--- config.mk ---
export PLATFORM = sky130hd
export DESIGN_NAME = instruction_fetch_unit_flat
export DESIGN_NICKNAME = d
export VERILOG_FILES = /design/src/rtl/instruction_fetch_unit_if.sv /design/src/rtl/instruction_fetch_unit.sv /design/src/flat_wrapper.sv
export SDC_FILE = /design/constraint.sdc
export NUM_CORES = 1
export LEC_CHECK = 0
export CORE_MARGIN = 4
export CORE_UTILIZATION = 42
export CTS_CLUSTER_SIZE = 10
export DETAILED_ROUTE_END_ITERATION = 12
export MAX_ROUTING_LAYER = met4
export PLACE_DENSITY = 0.83
export SYNTH_ARGS = -nofsm -noshare
export SYNTH_HDL_FRONTEND = slang
export SYNTH_SLANG_ARGS = --single-unit
--- constraint.sdc ---
create_clock -name clk -period 2.9 [get_ports clk]
set_input_delay 0.58 -clock clk [delete_from_list [all_inputs] [get_ports clk]]
set_output_delay 0.58 -clock clk [all_outputs]
set_load 0.03 [all_outputs]
--- src/rtl/instruction_fetch_unit_if.sv ---
// Instruction-memory bus plus IF/ID pipeline-register outputs of the fetch stage.
// master = fetch unit, slave = memory/decode/hazard side.
interface instruction_fetch_unit_if;
  logic        stall;
  logic        redirect;
  logic [31:0] redirect_pc;
  logic [31:0] imem_addr;
  logic [31:0] imem_instr;
  logic [31:0] ifid_pc;
  logic [31:0] ifid_pc4;
  logic [31:0] ifid_instr;
  logic        ifid_valid;
  logic        halted;
  logic        misaligned;
  logic [31:0] fetch_count;

  modport master (
    input  stall, redirect, redirect_pc, imem_instr,
    output imem_addr, ifid_pc, ifid_pc4, ifid_instr, ifid_valid,
           halted, misaligned, fetch_count
  );

  modport slave (
    output stall, redirect, redirect_pc, imem_instr,
    input  imem_addr, ifid_pc, ifid_pc4, ifid_instr, ifid_valid,
           halted, misaligned, fetch_count
  );
endinterface

--- src/rtl/instruction_fetch_unit.sv ---
// Fetch stage: owns the PC, addresses the combinational instruction memory and
// fills the IF/ID register, with stall, redirect-with-bubble and out-of-window halt.
//
// state  | meaning
// -------+-----------------------------------------------------------
// S_BOOT | first cycle after reset; IF/ID holds the bubble, PC held
// S_RUN  | fetching one word per cycle
// S_HALT | PC left the memory window; bubble only, waits for redirect
module instruction_fetch_unit #(
  parameter logic [31:0] RESET_PC   = 32'h0000_0000,
  parameter int          IMEM_WORDS = 64,
  parameter logic [31:0] NOP_INSTR  = 32'h0000_0013
) (
  input logic                      clk,
  input logic                      reset,
  instruction_fetch_unit_if.master bus
);

  typedef enum logic [1:0] {S_BOOT, S_RUN, S_HALT} state_t;

  localparam logic [31:0] IMEM_LIMIT = 32'(IMEM_WORDS);

  state_t      state;
  logic [31:0] pc;
  logic [31:0] pc_plus4;
  logic [31:0] ifid_pc_q;
  logic [31:0] ifid_pc4_q;
  logic [31:0] ifid_instr_q;
  logic        ifid_valid_q;
  logic        halted_q;
  logic        misaligned_q;
  logic [31:0] fetch_count_q;
  logic        next_oor;
  logic        redir_oor;

  assign pc_plus4  = pc + 32'd4;
  assign next_oor  = {2'b00, pc_plus4[31:2]} >= IMEM_LIMIT;
  assign redir_oor = {2'b00, bus.redirect_pc[31:2]} >= IMEM_LIMIT;

  always_ff @(posedge clk) begin
    if (reset) begin
      state         <= S_BOOT;
      pc            <= RESET_PC;
      ifid_pc_q     <= 32'd0;
      ifid_pc4_q    <= 32'd0;
      ifid_instr_q  <= NOP_INSTR;
      ifid_valid_q  <= 1'b0;
      halted_q      <= 1'b0;
      misaligned_q  <= 1'b0;
      fetch_count_q <= 32'd0;
    end else begin
      misaligned_q <= 1'b0;
      if (bus.redirect) begin
        pc           <= {bus.redirect_pc[31:2], 2'b00};
        ifid_pc_q    <= 32'd0;
        ifid_pc4_q   <= 32'd0;
        ifid_instr_q <= NOP_INSTR;
        ifid_valid_q <= 1'b0;
        misaligned_q <= |bus.redirect_pc[1:0];
        state        <= redir_oor ? S_HALT : S_RUN;
        halted_q     <= redir_oor;
      end else if (bus.stall && state != S_HALT) begin
        // hold everything
      end else begin
        case (state)
          S_BOOT: state <= S_RUN;
          S_RUN: begin
            ifid_pc_q     <= pc;
            ifid_pc4_q    <= pc_plus4;
            ifid_instr_q  <= bus.imem_instr;
            ifid_valid_q  <= 1'b1;
            pc            <= pc_plus4;
            fetch_count_q <= fetch_count_q + 32'd1;
            if (next_oor) begin
              state    <= S_HALT;
              halted_q <= 1'b1;
            end
          end
          S_HALT: begin
            // last in-window word is flushed to a bubble once halted
            ifid_pc_q    <= 32'd0;
            ifid_pc4_q   <= 32'd0;
            ifid_instr_q <= NOP_INSTR;
            ifid_valid_q <= 1'b0;
          end
          default: state <= S_BOOT;
        endcase
      end
    end
  end

  assign bus.imem_addr   = pc;
  assign bus.ifid_pc     = ifid_pc_q;
  assign bus.ifid_pc4    = ifid_pc4_q;
  assign bus.ifid_instr  = ifid_instr_q;
  assign bus.ifid_valid  = ifid_valid_q;
  assign bus.halted      = halted_q;
  assign bus.misaligned  = misaligned_q;
  assign bus.fetch_count = fetch_count_q;

endmodule

--- src/flat_wrapper.sv ---
// flat-port wrapper written by rule: the top's interface ports become plain ports
module instruction_fetch_unit_flat 
#(
  parameter logic [31:0] RESET_PC   = 32'h0000_0000,
  parameter int          IMEM_WORDS = 64,
  parameter logic [31:0] NOP_INSTR  = 32'h0000_0013
)
  (clk, reset, bus_stall, bus_redirect, bus_redirect_pc, bus_imem_instr, bus_imem_addr, bus_ifid_pc, bus_ifid_pc4, bus_ifid_instr, bus_ifid_valid, bus_halted, bus_misaligned, bus_fetch_count);
  instruction_fetch_unit_if bus_i ();
  input logic clk;
  input logic reset;
  input wire logic [$bits(bus_i.stall)-1:0] bus_stall;
  input wire logic [$bits(bus_i.redirect)-1:0] bus_redirect;
  input wire logic [$bits(bus_i.redirect_pc)-1:0] bus_redirect_pc;
  input wire logic [$bits(bus_i.imem_instr)-1:0] bus_imem_instr;
  output wire logic [$bits(bus_i.imem_addr)-1:0] bus_imem_addr;
  output wire logic [$bits(bus_i.ifid_pc)-1:0] bus_ifid_pc;
  output wire logic [$bits(bus_i.ifid_pc4)-1:0] bus_ifid_pc4;
  output wire logic [$bits(bus_i.ifid_instr)-1:0] bus_ifid_instr;
  output wire logic [$bits(bus_i.ifid_valid)-1:0] bus_ifid_valid;
  output wire logic [$bits(bus_i.halted)-1:0] bus_halted;
  output wire logic [$bits(bus_i.misaligned)-1:0] bus_misaligned;
  output wire logic [$bits(bus_i.fetch_count)-1:0] bus_fetch_count;
  assign bus_i.stall = bus_stall;
  assign bus_i.redirect = bus_redirect;
  assign bus_i.redirect_pc = bus_redirect_pc;
  assign bus_i.imem_instr = bus_imem_instr;
  assign bus_imem_addr = bus_i.imem_addr;
  assign bus_ifid_pc = bus_i.ifid_pc;
  assign bus_ifid_pc4 = bus_i.ifid_pc4;
  assign bus_ifid_instr = bus_i.ifid_instr;
  assign bus_ifid_valid = bus_i.ifid_valid;
  assign bus_halted = bus_i.halted;
  assign bus_misaligned = bus_i.misaligned;
  assign bus_fetch_count = bus_i.fetch_count;
  instruction_fetch_unit #(.RESET_PC(RESET_PC), .IMEM_WORDS(IMEM_WORDS), .NOP_INSTR(NOP_INSTR)) u_core (.clk(clk), .reset(reset), .bus(bus_i));
endmodule
==> results.ini, run 1 <==
[run_status]
status=complete, no violations

[synthesis]
synth-seq-cells=159
synth_edf_count=0
synth_top_area_share_pct=43.08
async_reset_ff_share_pct=0
synth_largest_area_cell=dfxtp_1
synthFlopType=dfxtp_1
syn_avg_cell_area_um2=8.237
synthAdderAreaFrac_pct=1.016
synth.area.top_cells=dfxtp_1 (43%), nor2_1 (10%), a22oi_1 (8.5%)
synth_xor_area_share_pct=9.721
yosys_warnings=0
synth_compound_area_share_pct=14.87
synth_top_family_by_area=simple AND/OR/NAND/NOR gates
synth-simple-area-share_pct=24.37
yosysUniqueCellTypes=55
synth_mux_area_share_pct=0.9483
seq_area_frac_synth_pct=43.08
syn-cell-area_um2=7388
syn_inst=897

[hold_path]
worstHoldStart=u_core.bus.halted
holdPathStages=1
min_to=u_core.bus.halted
hold_class=flop to flop

[cts]
cts_tree=yes
root_buffer=clkbuf_16
cts.htree.levels=4
clk_latency_ns=0.42
ctsLongestPathBuffers=2
cts_setup_buffers=0
cts_buffers=17
clock_sinks=159
cts_hold_buf=0
path_clk_slew_ns=0.06

[placement]
gp_congestion=0.9162
io_buffers=224
dp.final_hpwl_um=17700

[critical_path]
crit_buf_inv=0
reg2reg_slack_ns=0.20
end_kind=flop
cpPeakStageDelay_ns=0.54
crit_arrival_ns=3.01
worst_setup_path_start_kind=flop
path_delay_family=simple AND/OR/NAND/NOR gates
reg2reg_to=u_core.state[1]
path_class=flop to flop
cp_cell_sequence=and4_1 > nand2_1 > nor4_2 > mux2i_1 > a211oi_1 > and4_4 > a211o_1 > a32o_1
cp_max_fo=10
rr_worst_depth=8
slowest_stage=dfxtp_1
crit_start=u_core.bus.imem_addr[4]
r2r-start=u_core.bus.imem_addr[4]
critPathRequiredTime_ns=3.22

[sta]
whs_ns=0.4862
fmax_ghz=0.3711
tns_ns=0
rsz0062_at_grt=false
fin_worst_skew_ns=0.007377
hold_violations=0
slew_headroom_pct=58.10
period_share_pct=92.93
slew_viol_final=0
worst_slew_pin_slew_ns=0.6285
fin_crit_ns=2.695
setup_violations=0

[grt]
grt-ovfl-total=0
grt_pass1_vias=7129
grt_max_degree=91
antenna_found_initial=0
globalRouteTotalUtil_pct=24.93
grt_pass1_wl_um=38640

[finish]
final_common_cell=clkdlybuf4s50_1
area_delta_synth_final_pct=41.44
layout_common_cells=clkdlybuf4s50_1 (222), nor2_1 (206), dfxtp_1 (158), a22oi_1 (84), nand2_1 (54)
num_antenna_cells=0
layout.nets=1183
drive_gt1_share_pct=8.304
utilization_pct=60.42

[die]
die_w_um=140.6
start_util_pct=42.72
die-area_um2=19780
fp-row-count=48
die_h_um=140.6
ios=231
core_um2=17300

[pwr]
p_per_area_nw_per_um2=479.9
leakage_nw=3.631
peakVddDrop_uv=415.3

[drt]
vias_per_cell=5.428
drt_wl_total_um=24270
drt_iter0_drc=680
drc_errors=0
drt-wirelength-per-cell_um=18.04
via_count=7301
antenna_left=0
dr.pass1.iters=6

[run]
drv_cap=0

synth_stat cells, types with 2 or more instances:
cell	count
nor2_1	206
dfxtp_1	159
a22oi_1	84
nand2_1	55
clkbuf_1	45
xnor2_1	45
a21oi_1	44
xor2_1	37
nand3_1	23
nand4_1	18
buf_4	17
nor3_1	17
inv_1	13
o21ai_0	13
or3_1	12
and3_1	9
and4_1	9
buf_1	9
buf_2	8
nor4_1	8
mux2i_1	7
ha_1	6
and2_1	5
a211oi_1	4
o22ai_1	4
nand2b_1	3
nor3b_1	3
nor4b_1	3
or2_2	3
a211o_1	2
nor4b_2	2
worst reg2reg max path, delay by kind of cell, from the launching register on:
| family | cells | cell delay [ns] |
|---|---|---|
| AO/OA/AOI/OAI | 3 | 0.61 |
| flip-flops | 1 | 0.54 |
| AND/OR/NAND/NOR | 4 | 1.22 |
| multiplexers | 1 | 0.24 |
logic make-up after synthesis:
kind of cell	after synthesis
xor+xnor	82
other cells	1
simple gates	385
flops	159
fa+ha+maj	6
compound gates	163
mux	7
buf+inv	94
state kept, by name (all words and copies together) (netlist names):
register / flops
u_core.bus.ifid_valid: 1
u_core.bus.misaligned: 1
u_core.bus.ifid_pc4: 30
u_core.bus.fetch_count: 32
u_core.bus.ifid_pc: 30
u_core.bus.ifid_instr: 32
u_core.bus.imem_addr: 30
u_core.bus.halted: 1
u_core.state: 2
metrics by stage:
step	setup WS (ns)	instances	cell area (um2)	total power, mW
floorplan	0.07210	902	7408	2.701
global placement	0.2027	1315	9911	2.990
detailed placement	0.08913	1315	9911	2.996
CTS	0.1867	1345	10450	5.050
global route	0.03919	1345	10450	5.201
finish	0.2050	1345	10450	5.015
what timing repair did:
action                                  4_1_cts  5_1_grt
hold endpoints to repair                      0        0
gates resized for setup                       0        1
endpoints found under the setup margin        0        1
how the worst max path moves through the flow:
stage / slack, ns / cells past startpoint / to
2_1_floorplan: 0.07 / 11 / u_core.state[0]
3_3_place_gp: 0.20 / 9 / u_core.bus.fetch_count[28]
3_5_place_dp: 0.09 / 9 / u_core.bus.fetch_count[26]
4_1_cts: 0.19 / 9 / u_core.state[0]
5_1_grt: 0.04 / 8 / u_core.state[1]
6_report: 0.20 / 8 / u_core.state[1]
report_power, final:
part	internal (mW)	switching, mW
Sequential	2.23	0.0328
Combinational	0.284	0.412
Clock	1.19	0.870
Total	3.70	1.31
cell type report:
type	count	area, um2
fill	1534	6847
multi-input combinational	649	3790
tap	225	281.5
clock inverter	10	91.34
inverter	13	48.80
clock buffer	20	446.7
timing repair buffer	269	2608
sequential	159	3184
per-layer routing:
metal	GRT usage, %	routed length (um)	up-vias
li1	-	-	3492
met1	31.94	10570	3438
met2	38.81	11160	337
met3	6.920	2152	34
met4	7.088	383	0
met5	-	0	-
No activity file was read; power rests on OpenSTA's default activity.
==> inputs of run 2 (changes only) <==
- GPL_TIMING_DRIVEN: not set -> 0
==> run 2 against run 1 <==
Compared with the run above:
- die area is the same
- power increased by 3.0%
- utilization rose by 0.76 points
- worst setup slack worse by 0.12 ns
- sequential share of layout area fell by 0.34 points
- clock skew increased by 0.0059 ns
- via count increased by 3.3%
- clock power increased by 7%
- maximum frequency shrank 4.2%
- sequential power hardly changed
- clock-buffer cell count decreased by 2
- critical path type unchanged
- critical endpoint unchanged
- largest cell class unchanged
==> results.ini, run 2 (same netlist as run 1, synthesis figures left out) <==
[drt]
dr_wl_met3_um=2501
drt_iter0_drc=577
maxUsedRoutingLayer=met4
vias_per_cell=5.452
drc_errors=0
dr.pass1.iters=5
wl_met2_um=11720
via_count=7545
wl_met1_um=10140
drt-wirelength-per-cell_um=17.95
antenna_left=0
drt_wl_total_um=24840

[die]
start_util_pct=42.72
ios=231
core_um2=17300
die-area_um2=19780
fp-row-count=48
die_w_um=140.6
die_h_um=140.6

[critical_path]
critPathRequiredTime_ns=3.23
cp_max_fo=7
rr_worst_depth=9
worst_setup_path_start_kind=flop
crit_arrival_ns=3.14
end_kind=flop
path_class=flop to flop

[pwr]
p_per_area_nw_per_um2=488.2
power_mw=5.166
peakVddDrop_uv=428.3
leakage_nw=3.643

[sta]
whs_ns=0.4910
fmax_ghz=0.3555
slew_viol_final=0
worst_slew_pin_slew_ns=0.6508
setup_violations=0
tns_ns=0
hold_violations=0
period_share_pct=96.99
rsz0062_at_grt=true
worst_slack_ns=0.08729
slew_headroom_pct=56.61
fin_crit_ns=2.813
fin_worst_skew_ns=0.01329

[finish]
final_common_cell=clkdlybuf4s50_1
final_cells=1384
fin_area_um2=10580
drive_gt1_share_pct=7.075
layout_common_cells=clkdlybuf4s50_1 (224), nor2_1 (206), dfxtp_1 (157), a22oi_1 (84), nand2_1 (54)
num_antenna_cells=0
layout.nets=1220
area_delta_synth_final_pct=43.22
utilization_pct=61.18

[hold_path]
holdPathStages=1
hold_class=flop to flop

[placement]
dpl_cell_area_um2=9932
dp.final_hpwl_um=18750
gp_congestion=0.9451
io_buffers=224
dpl.cell_count=1351
place_ws_ns=-0.4441

[grt]
grt_max_degree=17
grt_pass1_wl_um=38990
grt-ovfl-total=0
globalRouteTotalUtil_pct=25.18
antenna_found_initial=0
grt_pass1_vias=7247

[run]
drv_cap=0

[cts]
cts.htree.levels=4
path_clk_slew_ns=0.06
cts_hold_buf=0
root_buffer=clkbuf_16
clk_latency_ns=0.44
ctsLongestPathBuffers=2
cts_tree=yes
cts_buffers=17
clock_sinks=159

[run_status]
status=complete, no violations

==> run 2: changes by cell type in the layout (fill, tap and decap cells not counted), moves of 3 or more <==
cell,previous run,this run
buf_1,0,9
buf_12,3,0
buf_2,2,8
buf_4,42,19
clkbuf_1,2,44
clkinv_2,3,0
inv_6,1,4
inv_8,0,3
==> run 2: timing repair <==
action                     in CTS  in global routing
cloned                          0                  0
hold endpoints to repair        0                  0
pin swaps                       0                  1
resized for setup               2                 12
buffers inserted                0                  2
setup endpoints to repair       5                 11
==> run 2: layout make-up <==
| cell class | instances | area [um2] |
|---|---|---|
| Clock inverter | 14 | 145.1 |
| Clock buffer | 18 | 429.2 |
| Tap cell | 225 | 281.5 |
| Fill cell | 1503 | 6715 |
| Multi-Input combinational cell | 649 | 3844 |
| Timing Repair Buffer | 226 | 2257 |
| Buffer | 80 | 387.9 |
| Inverter | 13 | 48.80 |
| Sequential cell | 159 | 3188 |
==> run 2: critical path: stages (launching register included) <==
cell and delay (ns):
dfxtp_2 0.39, clkbuf_2 0.24, and4_1 0.33, nand2_1 0.29
nor4_4 0.41, mux2i_1 0.22, a211oi_1 0.07, and4_4 0.21
a211o_1 0.29, a32o_1 0.25
==> run 2: routing by layer <==
metal	GRT usage, %	vias to the layer above
li1	-	3568
met5	-	-
met1	30.90	3543
met3	6.920	41
met4	7.904	0
met2	40.50	393
==> run 2: path summary, 6_finish.rpt <==
kind | startpoint | end | slack [ns]
min | u_core.bus.halted | u_core.bus.halted | 0.49
min reg2reg | u_core.bus.halted | u_core.bus.halted | 0.49
max reg2reg | u_core.bus.imem_addr[2] | u_core.state[1] | 0.09
max | u_core.bus.imem_addr[2] | u_core.state[1] | 0.09
==> run 2: where the power goes <==
group	total, mW	switching [mW]	internal [mW]	leakage, nW
combinational	0.704	0.421	0.283	2.09
clock	2.20	0.990	1.21	0.266
sequential	2.26	0.0379	2.23	1.29
total	5.17	1.45	3.72	3.64
